## src/rtl/pipelined_reduce_gate_if.sv

```systemverilog
// rtl/pipelined_reduce_gate_if.sv - operand/result handshake bundle for the reduction tree
interface pipelined_reduce_gate_if #(
  parameter int N_INPUTS = 8,
  parameter int WIDTH    = 4
);
  logic                      in_valid;
  logic                      in_ready;
  logic [1:0]                in_mode;
  logic [N_INPUTS*WIDTH-1:0] in_data;
  logic                      out_valid;
  logic                      out_ready;
  logic [WIDTH-1:0]          out_data;
  logic [1:0]                out_mode;

  // Producer/consumer side: drives operands and result acceptance.
  modport master (
    output in_valid, in_mode, in_data, out_ready,
    input  in_ready, out_valid, out_data, out_mode
  );

  // Reduction block side.
  modport slave (
    input  in_valid, in_mode, in_data, out_ready,
    output in_ready, out_valid, out_data, out_mode
  );
endinterface

```

## src/rtl/pipelined_reduce_gate.sv

```systemverilog
// rtl/pipelined_reduce_gate.sv - registered binary-tree bitwise AND/OR/XOR/NAND reduction
// The tree is stored heap-style: node 1 is the root (output register), node k has
// children 2k and 2k+1, and indices P..2P-1 are the combinational padded leaves.
// A node at depth d belongs to register stage d; stage 0 is the output stage.
module pipelined_reduce_gate #(
  parameter int N_INPUTS = 8,
  parameter int WIDTH    = 4
) (
  input logic                    clk,
  input logic                    rst_n,
  pipelined_reduce_gate_if.slave bus
);
  localparam int LAT = $clog2(N_INPUTS);
  localparam int P   = 1 << LAT;

  logic             adv;
  logic [WIDTH-1:0] leaf   [P];
  logic [WIDTH-1:0] node_q [1:P-1];
  logic [WIDTH-1:0] node_d [1:P-1];
  logic [LAT-1:0]   valid_q;
  logic [LAT-1:0]   valid_d;
  logic [1:0]       mode_q [LAT];
  logic [1:0]       mode_d [LAT];

  // Whole pipe moves together; it only freezes when a result is waiting on the consumer.
  assign adv           = !valid_q[0] || bus.out_ready;
  assign bus.in_ready  = adv;
  assign bus.out_valid = valid_q[0];
  assign bus.out_data  = node_q[1];
  assign bus.out_mode  = mode_q[0];

  // Leaves: real operands, then the identity of the incoming op for the padded slots.
  always_comb begin
    logic pad_ones;
    pad_ones = (bus.in_mode == 2'b00) || (bus.in_mode == 2'b11);
    for (int i = 0; i < P; i++) begin
      leaf[i] = {WIDTH{pad_ones}};
      if (i < N_INPUTS) begin
        leaf[i] = bus.in_data[i*WIDTH +: WIDTH];
      end
    end
  end

  // Each node combines its two children with the mode of the sample sitting in those children.
  always_comb begin
    for (int k = 1; k < P; k++) begin
      logic [WIDTH-1:0] a;
      logic [WIDTH-1:0] b;
      logic [WIDTH-1:0] r;
      logic [1:0]       stage_mode;
      int               depth;
      depth      = $clog2(k + 1) - 1;
      stage_mode = bus.in_mode;
      a          = '0;
      b          = '0;
      if (depth != LAT - 1) begin
        stage_mode = mode_q[depth + 1];
      end
      if (2 * k >= P) begin
        a = leaf[2 * k - P];
        b = leaf[2 * k + 1 - P];
      end else begin
        a = node_q[2 * k];
        b = node_q[2 * k + 1];
      end
      case (stage_mode)
        2'b01:   r = a | b;
        2'b10:   r = a ^ b;
        default: r = a & b;
      endcase
      // NAND is an AND tree with a single inversion at the root.
      if (k == 1 && stage_mode == 2'b11) begin
        r = ~r;
      end
      node_d[k] = r;
    end
  end

  // Valid bit and mode travel one stage per advance alongside the data.
  always_comb begin
    valid_d = '0;
    for (int d = 0; d < LAT; d++) begin
      mode_d[d] = 2'b00;
      if (d == LAT - 1) begin
        valid_d[d] = bus.in_valid;
        mode_d[d]  = bus.in_mode;
      end else begin
        valid_d[d] = valid_q[d + 1];
        mode_d[d]  = mode_q[d + 1];
      end
    end
  end

  // Pipeline registers: cleared on reset, shifted as a unit on advance, frozen otherwise.
  always_ff @(posedge clk) begin
    if (!rst_n) begin
      valid_q <= '0;
      for (int d = 0; d < LAT; d++) begin
        mode_q[d] <= 2'b00;
      end
      for (int k = 1; k < P; k++) begin
        node_q[k] <= '0;
      end
    end else if (adv) begin
      valid_q <= valid_d;
      mode_q  <= mode_d;
      node_q  <= node_d;
    end
  end
endmodule

```

## src/flat_wrapper.sv

```systemverilog
// flat-port wrapper written by rule: the top's interface ports become plain ports
module pipelined_reduce_gate_flat 
#(
  parameter int N_INPUTS = 8,
  parameter int WIDTH    = 4
)
  (clk, rst_n, bus_in_valid, bus_in_mode, bus_in_data, bus_out_ready, bus_in_ready, bus_out_valid, bus_out_data, bus_out_mode);
  pipelined_reduce_gate_if #(.N_INPUTS(N_INPUTS), .WIDTH(WIDTH)) bus_i ();
  input logic clk;
  input logic rst_n;
  input wire logic [$bits(bus_i.in_valid)-1:0] bus_in_valid;
  input wire logic [$bits(bus_i.in_mode)-1:0] bus_in_mode;
  input wire logic [$bits(bus_i.in_data)-1:0] bus_in_data;
  input wire logic [$bits(bus_i.out_ready)-1:0] bus_out_ready;
  output wire logic [$bits(bus_i.in_ready)-1:0] bus_in_ready;
  output wire logic [$bits(bus_i.out_valid)-1:0] bus_out_valid;
  output wire logic [$bits(bus_i.out_data)-1:0] bus_out_data;
  output wire logic [$bits(bus_i.out_mode)-1:0] bus_out_mode;
  assign bus_i.in_valid = bus_in_valid;
  assign bus_i.in_mode = bus_in_mode;
  assign bus_i.in_data = bus_in_data;
  assign bus_i.out_ready = bus_out_ready;
  assign bus_in_ready = bus_i.in_ready;
  assign bus_out_valid = bus_i.out_valid;
  assign bus_out_data = bus_i.out_data;
  assign bus_out_mode = bus_i.out_mode;
  pipelined_reduce_gate #(.N_INPUTS(N_INPUTS), .WIDTH(WIDTH)) u_core (.clk(clk), .rst_n(rst_n), .bus(bus_i));
endmodule
```

## config.mk

```make
export PLATFORM = sky130hd
export DESIGN_NAME = pipelined_reduce_gate_flat
export DESIGN_NICKNAME = d
export VERILOG_FILES = /design/src/rtl/pipelined_reduce_gate_if.sv /design/src/rtl/pipelined_reduce_gate.sv /design/src/flat_wrapper.sv
export SDC_FILE = /design/constraint.sdc
export NUM_CORES = 1
export LEC_CHECK = 0
export CAP_MARGIN = 30
export CORE_ASPECT_RATIO = 1.75
export CORE_MARGIN = 2
export CORE_UTILIZATION = 30
export CTS_CLUSTER_SIZE = 14
export DETAILED_ROUTE_END_ITERATION = 16
export GPL_TIMING_DRIVEN = 0
export PLACE_DENSITY_LB_ADDON = 0.05
export SYNTH_ARGS = -nofsm -noshare
export SYNTH_HDL_FRONTEND = slang
export SYNTH_SLANG_ARGS = --single-unit
```

## constraint.sdc

```tcl
create_clock -name clk -period 2.6 [get_ports clk]
set_input_delay 0.52 -clock clk [delete_from_list [all_inputs] [get_ports clk]]
set_output_delay 0.52 -clock clk [all_outputs]
set_load 0.1 [all_outputs]
```

==> results of run 1 <==
## sequential cells by signal, summed over array words and instances, names as in the netlist
| register | count |
|---|---|
| u_core.node_q | 24 |
| u_core.bus.out_data | 4 |
| u_core.mode_d | 4 |
| u_core.valid_q | 3 |
| u_core.bus.out_mode | 2 |
## cell families (layout without fill, tap and decap cells)
family / Yosys count / in the layout / synth area share (%)
AOI/OAI and AO/OA: 101 / 101 / 19.6
buffers and inverters: 97 / 149 / 14.1
and+or+nand+nor: 95 / 95 / 14.8
adders and majority gates: 63 / 63 / 25.9
DFF: 37 / 37 / 24.3
xor gates and xnor gates: 2 / 2 / 0.575
muxes: 2 / 2 / 0.657
## power by group
group	internal, W	total (W)	switching (W)
clock network	0.000352	0.000591	0.000239
registers	0.000613	0.000646	0.0000330
logic	0.000200	0.000438	0.000238
## per-layer routing
layer	vias up	track usage (%)	wire length, µm
met4	0	5.46	140
met3	7	2.16	166
met2	44	26.9	4020
met1	1125	13.9	2700
met5	-	0	0
li1	1369	-	-
## cell type report
cell class	count	area, µm²
Timing Repair Buffer	44	442
Clock inverter	2	10.0
Tap cell	125	156
Inverter	74	278
Multi-Input combinational cell	263	1880
Fill cell	1088	6070
Buffer	23	151
Sequential cell	37	741
Clock buffer	6	129
## layout by cell type, fill, tap and decap left out, drive strengths merged
| cell | synthesis | final |
|---|---|---|
| a21boi | 32 | 32 |
| or2b | 2 | 2 |
| o21ai | 34 | 34 |
| nor2 | 4 | 4 |
| xnor2 | 2 | 2 |
| nand2 | 49 | 49 |
| mux2i | 2 | 2 |
| nand2b | 18 | 18 |
| clkdlybuf4s50 | 0 | 43 |
| and2b | 1 | 1 |
| a22oi | 2 | 2 |
| nand3 | 18 | 18 |
| o21a | 1 | 1 |
| a21oi | 28 | 28 |
| ha | 63 | 63 |
| dfxtp | 37 | 37 |
| clkdlybuf4s15 | 0 | 1 |
| clkbuf | 5 | 11 |
| nor2b | 3 | 3 |
| buf | 18 | 18 |
| a31oi | 4 | 4 |
| clkinv | 0 | 2 |
| inv | 74 | 74 |
## per-stage QoR
| stage | instance area (µm²) | worst slack (ns) | TNS, ns | total power, W |
|---|---|---|---|---|
| after floorplan | 3050 | 0.500 | 0 | 0.000945 |
| after global placement | 3640 | -0.490 | -0.490 | 0.00109 |
| after detailed placement | 3640 | -0.504 | -0.504 | 0.00110 |
| after CTS | 3780 | 0.0698 | 0 | 0.00170 |
| after global routing | 3780 | 0.00652 | 0 | 0.00179 |
| final | 3780 | 0.0902 | 0 | 0.00168 |
## what timing repair did
action / 4_1_cts / 5_1_grt
setup buffers: 0 / 0
endpoints found under the setup margin: 1 / 0
gates resized for setup: 3 / 0
## worst reg2reg max path, stage by stage (launching register included)
cell,delay (ns)
dfxtp_1,0.38
inv_1,0.06
ha_1,0.39
buf_4,0.21
a21oi_1,0.10
o21ai_0,0.09
nand3_1,0.15
a21boi_1,0.08
## path summary, 6_finish.rpt
check / endpoint / slack, ns / depth (start not counted)
worst max register to register: u_core.node_q[17]$_SDFFE_PN0P_ / 1.01 / 7
worst min-delay path: u_core.valid_q[2]$_SDFFE_PN0P_ / 0.46 / 2
worst max-delay path: bus_in_ready / 0.09 / 5
worst min register to register: u_core.valid_q[2]$_SDFFE_PN0P_ / 0.46 / 2
==> impl_metrics.toml, run 1 <==
[drt]
postRouteAntennaNets = 0
drt_first_pass_iters = 4
via_per_inst = 4.43
drt_iter0_drc = 77
postRouteWirelength_um = 7030
drc = 0
wl_per_cell_um = 12.2
vias = 2545

[layout]
area_growth_pct = 24.2
num_antenna_cells = 0
fin_nets = 549
drive_gt1_share_pct = 6.68
utilization_pct = 38.4
fin_cells = 574

[cts]
clkLatencyLatePin_ns = 0.28
cts_buffer_depth = 2
cts_tree = "done"
htree_levels = 2
cts.clk_slew.worst_paths_ns = 0.06
cts_hold_buf = 0
cts.sinks = 37
cts_root_buf = "clkbuf_16"
cts-buffers-inserted = 5

[floorplanning]
initial_core_util_pct = 30.9
core-area_um2 = 9850
ioPinCount = 46
dieArea_um2 = 11000
dieWidth_um = 80.2
core.rowCount = 48
die_h_um = 137

[sta]
setup_viol = 0
max_slew.worst_pin.slew_ns = 0.963
hold_violations = 0
relSlewSlack_pct = 35.6
final.min_clock_period_ns = 2.51
maxClockFrequency_mhz = 398
drv_slew = 0
period_share_pct = 96.5
holdWs_ns = 0.461
skew_ns = 0.00474
rsz0062_at_grt = "false"

[job]
drv_cap = 0

[synthesis]
async_reset_ff_share_pct = 0
yosysMostFrequentCell = "inv_1"
ys_warn_count = 0
avgSynthCellArea_um2 = 7.67
synth_commonest_cells = "inv_1 (73), ha_1 (63), nand2_1 (49)"
synth-seq-cells = 37
synth_area_um2 = 3050
synth_largest_area_cell = "ha_1"
syn-num-nets = 498
netlist.area_leader.share_pct = 25.9
ys.flop_type = "dfxtp_1"
synth_cell_types = 27
synthCells = 397
synthTopCellsByArea = "ha_1 (26%), dfxtp_1 (24%), inv_1 (9.0%)"
seq_area_frac_synth_pct = 24.3
synth_edf_count = 0

[hold_path]
holdCritStartpoint = "u_core.valid_q[2]$_SDFFE_PN0P_"
hold_path_class = "flip-flop to flip-flop"

[setup_path]
arrival_ns = 1.99
worst_path_largest_cell_delay_ns = 0.57
cp.required_ns = 2.08
start_kind = "input pin"
cp-end-kind = "output pin"
path_max_fanout = 10
path_class = "input pin to output pin"
r2r-start = "u_core.mode_d[2]$_SDFFE_PN0P_"
critPathBufInv = 4
critPathTopFamily = "buffers and inverters"
slowest_stage = "clkdlybuf4s15_2"
path_cells = "clkdlybuf4s50_1 -> nor2b_4 -> inv_2 -> buf_4 -> clkdlybuf4s15_2"
crit_start = "bus_out_ready"

[global_routing]
gr-usage-all-layers_pct = 13.7
grt_pass1_wl_um = 11400
grt_max_degree = 12
grt_pass1_vias = 2334
antenna_found_initial = 0
grt_overflow = 0

[place]
gp_congestion = 0.771
dp.cells = 566
hpwl_um = 5690
io_buffers = 44

[power_and_ir_drop]
p_per_area_nw_per_um2 = 443
power_leakage_nw = 1.80
ir_drop_v = 0.000303

[status]
status = "finished clean"
(Power assumes the default switching activity.)
==> run 2, diff against run 1 <==
--- a/config.mk
+++ b/config.mk
@@ -8,7 +8,7 @@
 export CAP_MARGIN = 30
 export CORE_ASPECT_RATIO = 1.75
 export CORE_MARGIN = 2
-export CORE_UTILIZATION = 30
+export CORE_UTILIZATION = 55
 export CTS_CLUSTER_SIZE = 14
 export DETAILED_ROUTE_END_ITERATION = 16
 export GPL_TIMING_DRIVEN = 0
==> run 2 against run 1 <==
Compared with the run above:
- critical path depth is the same
- via count grew 1.8%
- sequential power is essentially flat
- global-route usage grew 9.6 points
- setup slack gained 0.022 ns
- sequential cell count is the same
- first-iteration DRC count shrank 12%
- total power shrank 0.62%
- hold slack gained 0.0056 ns
- critical endpoint unchanged
- largest cell class unchanged
==> impl_metrics.toml, run 2 (synthesis gave the netlist of run 1 again) <==
[setup_path]
critPathBufInv = 4
arrival_ns = 1.97
start_kind = "input pin"
path_class = "input pin to output pin"
crit_start = "bus_out_ready"
setup.worst_path.end = "bus_in_ready"
path_cells = "clkdlybuf4s50_1 -> nor2b_4 -> inv_2 -> buf_4 -> clkdlybuf4s15_2"
r2r-start = "u_core.mode_d[4]$_SDFFE_PN0P_"
worst_path_largest_cell_delay_ns = 0.56
cp-end-kind = "output pin"
worst-path-stages = 5
critPathTopFamily = "buffers and inverters"
r2r_end = "u_core.bus.out_data[1]$_SDFFE_PN0P_"
cp.required_ns = 2.08
slowest_stage = "clkdlybuf4s15_2"
ff2ff_path_depth = 6
path_max_fanout = 10
r2r_slack_ns = 1.00

[power_and_ir_drop]
ir_drop_v = 0.000248
swShare_pct = 28.3
p_per_area_nw_per_um2 = 448
clock_power_share_pct = 35.0
power.internal_w = 0.00119
combPwrFrac_pct = 26.1
power_leakage_nw = 1.80
power.switching_w = 0.000471
seqPwrFrac_pct = 38.8

[drt]
postRouteAntennaNets = 0
drc = 0
vias = 2590
drt_first_pass_iters = 5
via_per_inst = 4.95
drt_iter0_drc = 68
postRouteWirelength_um = 6180
wl_per_cell_um = 11.8

[place]
dp.cells = 515
gp_congestion = 0.810
dp_slack_ns = -0.472
io_buffers = 44
hpwl_um = 5170

[layout]
largest_reg_flops = 24
fin_cells = 523
final_cell_mix = "inv_1 (73), ha_1 (63), nand2_1 (49), clkdlybuf4s50_1 (43), dfxtp_1 (37)"
final_common_cell = "inv_1"
drive_gt1_share_pct = 6.90
num_antenna_cells = 0
area_growth_pct = 21.9
fin_nets = 549
largest-register = "u_core.node_q"

[floorplanning]
ioPinCount = 46
initial_core_util_pct = 57.5
core-area_um2 = 5300
core.rowCount = 35
die_h_um = 102
dieArea_um2 = 6170
dieWidth_um = 60.3

[cts]
cts_buffer_depth = 2
cts.sinks = 37
ctsResizeCount = 3
cts_root_buf = "clkbuf_8"
cts-buffers-inserted = 5
cts_hold_buf = 0
cts_setup_buffers = 0
htree_levels = 2
clkLatencyLatePin_ns = 0.29
cts.clk_slew.worst_paths_ns = 0.07
cts_tree = "done"

[global_routing]
gr-usage-all-layers_pct = 23.2
grt_pass1_vias = 2512
grt_pass1_wl_um = 10900
grt_overflow = 0
antenna_found_initial = 0
grt_max_degree = 13

[sta]
setup_viol = 0
final.min_clock_period_ns = 2.49
fin_ws_ns = 0.112
max_slew.worst_pin.slew_ns = 0.959
rsz0062_at_grt = "false"
period_share_pct = 95.7
hold_violations = 0
maxClockFrequency_mhz = 402
drv_slew = 0
skew_ns = 0.00388
relSlewSlack_pct = 35.9

[status]
status = "finished clean"

[job]
drv_cap = 0

[hold_path]
hold_path_class = "flip-flop to flip-flop"
## run 2: how the worst min path moves through the flow
stage                                          endpoint                                start  slack, ns  cells after the start
floorplan                u_core.valid_q[0]$_SDFFE_PN0P_       u_core.valid_q[1]$_SDFFE_PN0P_       0.44                      1
global placement         u_core.valid_q[2]$_SDFFE_PN0P_       u_core.valid_q[2]$_SDFFE_PN0P_       0.45                      2
detailed placement  u_core.bus.out_mode[1]$_SDFFE_PN0P_  u_core.bus.out_mode[1]$_SDFFE_PN0P_       0.46                      2
CTS                 u_core.bus.out_mode[1]$_SDFFE_PN0P_  u_core.bus.out_mode[1]$_SDFFE_PN0P_       0.47                      2
global route             u_core.valid_q[1]$_SDFFE_PN0P_       u_core.valid_q[1]$_SDFFE_PN0P_       0.49                      2
finish                   u_core.valid_q[1]$_SDFFE_PN0P_       u_core.valid_q[1]$_SDFFE_PN0P_       0.47                      2
## run 2: cell type report
cell class	instances	area, µm²
flip-flops and latches	37	741
inverters	74	278
clock buffers	5	68.8
repair buffers	44	442
multi-input cells	263	1880
plain buffers	23	151
fillers	467	1590
clock inverters	3	65.1
well taps	74	92.6
## run 2: power groups by stage
stage / registers [W] / logic (W) / clock network [W]
2_1_floorplan: 0.000662 / 0.000283 / 0
3_3_place_gp: 0.000657 / 0.000421 / 0
3_5_place_dp: 0.000661 / 0.000434 / 0
4_1_cts: 0.000647 / 0.000440 / 0.000590
5_1_grt: 0.000654 / 0.000504 / 0.000611
6_report: 0.000647 / 0.000435 / 0.000583
## run 2: worst reg2reg max path, delay by kind of cell (launching register included)
family | cells | cell delay (ns)
XOR/XNOR | 1 | 0.19
AND/OR/NAND/NOR | 1 | 0.15
flip-flops | 1 | 0.43
adder cells (fa/ha/maj) | 1 | 0.36
buffers and inverters | 1 | 0.08
AO/OA/AOI/OAI | 2 | 0.28
## run 2: metrics by stage
| stage | hold WS (ns) | area, µm² | utilization, % | TNS (ns) | power [W] |
|---|---|---|---|---|---|
| 6_report | 0.467 | 3710 | 70.1 | 0 | 0.00166 |
| 5_1_grt | 0.486 | 3710 | 70.1 | 0 | 0.00177 |
| 4_1_cts | 0.470 | 3710 | 70.1 | 0 | 0.00168 |
| 3_5_place_dp | 0.460 | 3580 | 67.5 | -0.472 | 0.00109 |
| 3_3_place_gp | 0.449 | 3580 | 67.5 | -0.467 | 0.00108 |
| 2_1_floorplan | 0.440 | 3050 | - | 0 | 0.000945 |
## run 2: routing by layer
layer | up-vias | routed length (µm) | track usage (%) | part of all wire [%]
met3 | 16 | 158 | 2.78 | 2.6
met5 | - | 0 | 0 | 0
li1 | 1363 | - | - | -
met1 | 1155 | 2200 | 22.4 | 36
met2 | 56 | 3570 | 45.4 | 58
met4 | 0 | 248 | 11.8 | 4.0
==> run 3, diff against run 2 <==
--- a/config.mk
+++ b/config.mk
@@ -6,7 +6,7 @@
 export NUM_CORES = 1
 export LEC_CHECK = 0
 export CAP_MARGIN = 30
-export CORE_ASPECT_RATIO = 1.75
+export CORE_ASPECT_RATIO = 0.9
 export CORE_MARGIN = 2
 export CORE_UTILIZATION = 55
 export CTS_CLUSTER_SIZE = 14
==> run 3 against run 2 <==
Compared with the run above:
- die area shrank 0.37%
- final cell count down 1.3%
- setup slack got worse by 0.0025 ns
- largest cell class unchanged
- largest power group unchanged
==> impl_metrics.toml, run 3 (synthesis gave the netlist of run 1 again) <==
[floorplanning]
dieWidth_um = 82.4
die_h_um = 74.6
dieArea_um2 = 6150
core-area_um2 = 5290
ioPinCount = 46
core.rowCount = 25
initial_core_util_pct = 57.6

[sta]
period_share_pct = 95.8
maxClockFrequency_mhz = 402
drv_slew = 0
final.min_clock_period_ns = 2.49
hold_violations = 0
rsz0062_at_grt = "false"
holdWs_ns = 0.471
relSlewSlack_pct = 35.3
setup_viol = 0
skew_ns = 0.00465
max_slew.worst_pin.slew_ns = 0.967

[setup_path]
cp-end-kind = "output pin"
crit_start = "bus_out_ready"
r2r-start = "u_core.mode_d[4]$_SDFFE_PN0P_"
cp.required_ns = 2.08
r2r_end = "u_core.bus.out_data[2]$_SDFFE_PN0P_"
arrival_ns = 1.97
setup.worst_path.end = "bus_in_ready"
start_kind = "input pin"
path_max_fanout = 10
path_class = "input pin to output pin"
ff2ff_path_depth = 6
r2r_slack_ns = 1.04

[layout]
fillerInstances = 452
largest_reg_flops = 24
stdcell_area_um2 = 3650
num_antenna_cells = 0
largest-register = "u_core.node_q"
fin_nets = 549
drive_gt1_share_pct = 6.68
ff_latch_area_um2 = 741
fin_cells = 516
multiInputGateArea_um2 = 1880
area_growth_pct = 20.0
final_common_cell = "inv_1"
final_cell_mix = "inv_1 (73), ha_1 (63), nand2_1 (49), clkdlybuf4s50_1 (43), dfxtp_1 (37)"

[place]
io_buffers = 44
dpl_cell_area_um2 = 3570
gp_congestion = 0.844
dp.cells = 508
hpwl_um = 5020

[hold_path]
hold_path_class = "flip-flop to flip-flop"
holdCritStartpoint = "u_core.valid_q[1]$_SDFFE_PN0P_"

[global_routing]
grt_pass1_wl_um = 10900
grt_max_degree = 12
grt_pass1_vias = 2546
gr-usage-all-layers_pct = 23.0
antenna_found_initial = 0
grt_overflow = 0

[drt]
wl_per_cell_um = 12.2
postRouteAntennaNets = 0
vias = 2665
via_per_inst = 5.16
drc = 0
drt_iter0_drc = 140
postRouteWirelength_um = 6310
drt_first_pass_iters = 4

[cts]
cts_buffer_depth = 2
cts_root_buf = "clkbuf_8"
htree_levels = 2
cts_tree = "done"
cts.clk_slew.worst_paths_ns = 0.07
cts.sinks = 37
clkLatencyLatePin_ns = 0.30
cts_setup_buffers = 0
cts-buffers-inserted = 5
cts_hold_buf = 0

[power_and_ir_drop]
power_leakage_nw = 1.77
ir_drop_v = 0.000296
p_per_area_nw_per_um2 = 405

[job]
drv_cap = 0

[status]
status = "finished clean"
-- run 3: cell type report --
cell class / count / area share, %
multi-input cells: 263 / 51.3
flip-flops and latches: 37 / 20.3
repair buffers: 44 / 12.1
inverters: 74 / 7.60
plain buffers: 23 / 4.14
well taps: 67 / 2.29
clock buffers: 6 / 1.99
clock inverters: 2 / 0.274
-- run 3: worst min-delay path by stage --
| stage | to | slack, ns | cells after the start |
|---|---|---|---|
| after floorplan | u_core.valid_q[0]$_SDFFE_PN0P_ | 0.44 | 1 |
| after global placement | u_core.valid_q[0]$_SDFFE_PN0P_ | 0.45 | 1 |
| after detailed placement | u_core.valid_q[2]$_SDFFE_PN0P_ | 0.46 | 2 |
| after CTS | u_core.valid_q[2]$_SDFFE_PN0P_ | 0.47 | 2 |
| after global routing | u_core.valid_q[0]$_SDFFE_PN0P_ | 0.48 | 1 |
| final | u_core.valid_q[1]$_SDFFE_PN0P_ | 0.47 | 2 |
-- run 3: timing repair --
item | 4_1_cts | 5_1_grt
endpoints found under the hold margin | 0 | 0
endpoints found under the setup margin | 1 | 0
gates resized for setup | 3 | 0
-- run 3: per-layer routing --
layer | global-route usage [%] | routed length (µm)
met5 | 0 | 0
met4 | 6.85 | 62
met3 | 4.61 | 312
met2 | 41.1 | 3010
met1 | 27.8 | 2930
-- run 3: through the flow --
step                util [%]  total power, W  setup slack (ns)  TNS (ns)
global route            69.1         0.00158            0.0504         0
global placement        67.5         0.00108            -0.472    -0.472
CTS                     69.1         0.00148             0.107         0
floorplan                  -        0.000945             0.500         0
detailed placement      67.5         0.00109            -0.473    -0.473
finish                  69.1         0.00148             0.109         0
-- run 3: power breakdown --
part           internal [W]  total [W]  switching, W
registers          0.000612   0.000648     0.0000354
logic              0.000200   0.000434      0.000234
clock network      0.000186   0.000397      0.000211
-- run 3: critical path, cell delays in order --
cell and delay (ns):
clkdlybuf4s50_1 0.50, nor2b_4 0.06, inv_2 0.12, buf_4 0.19, clkdlybuf4s15_2 0.57
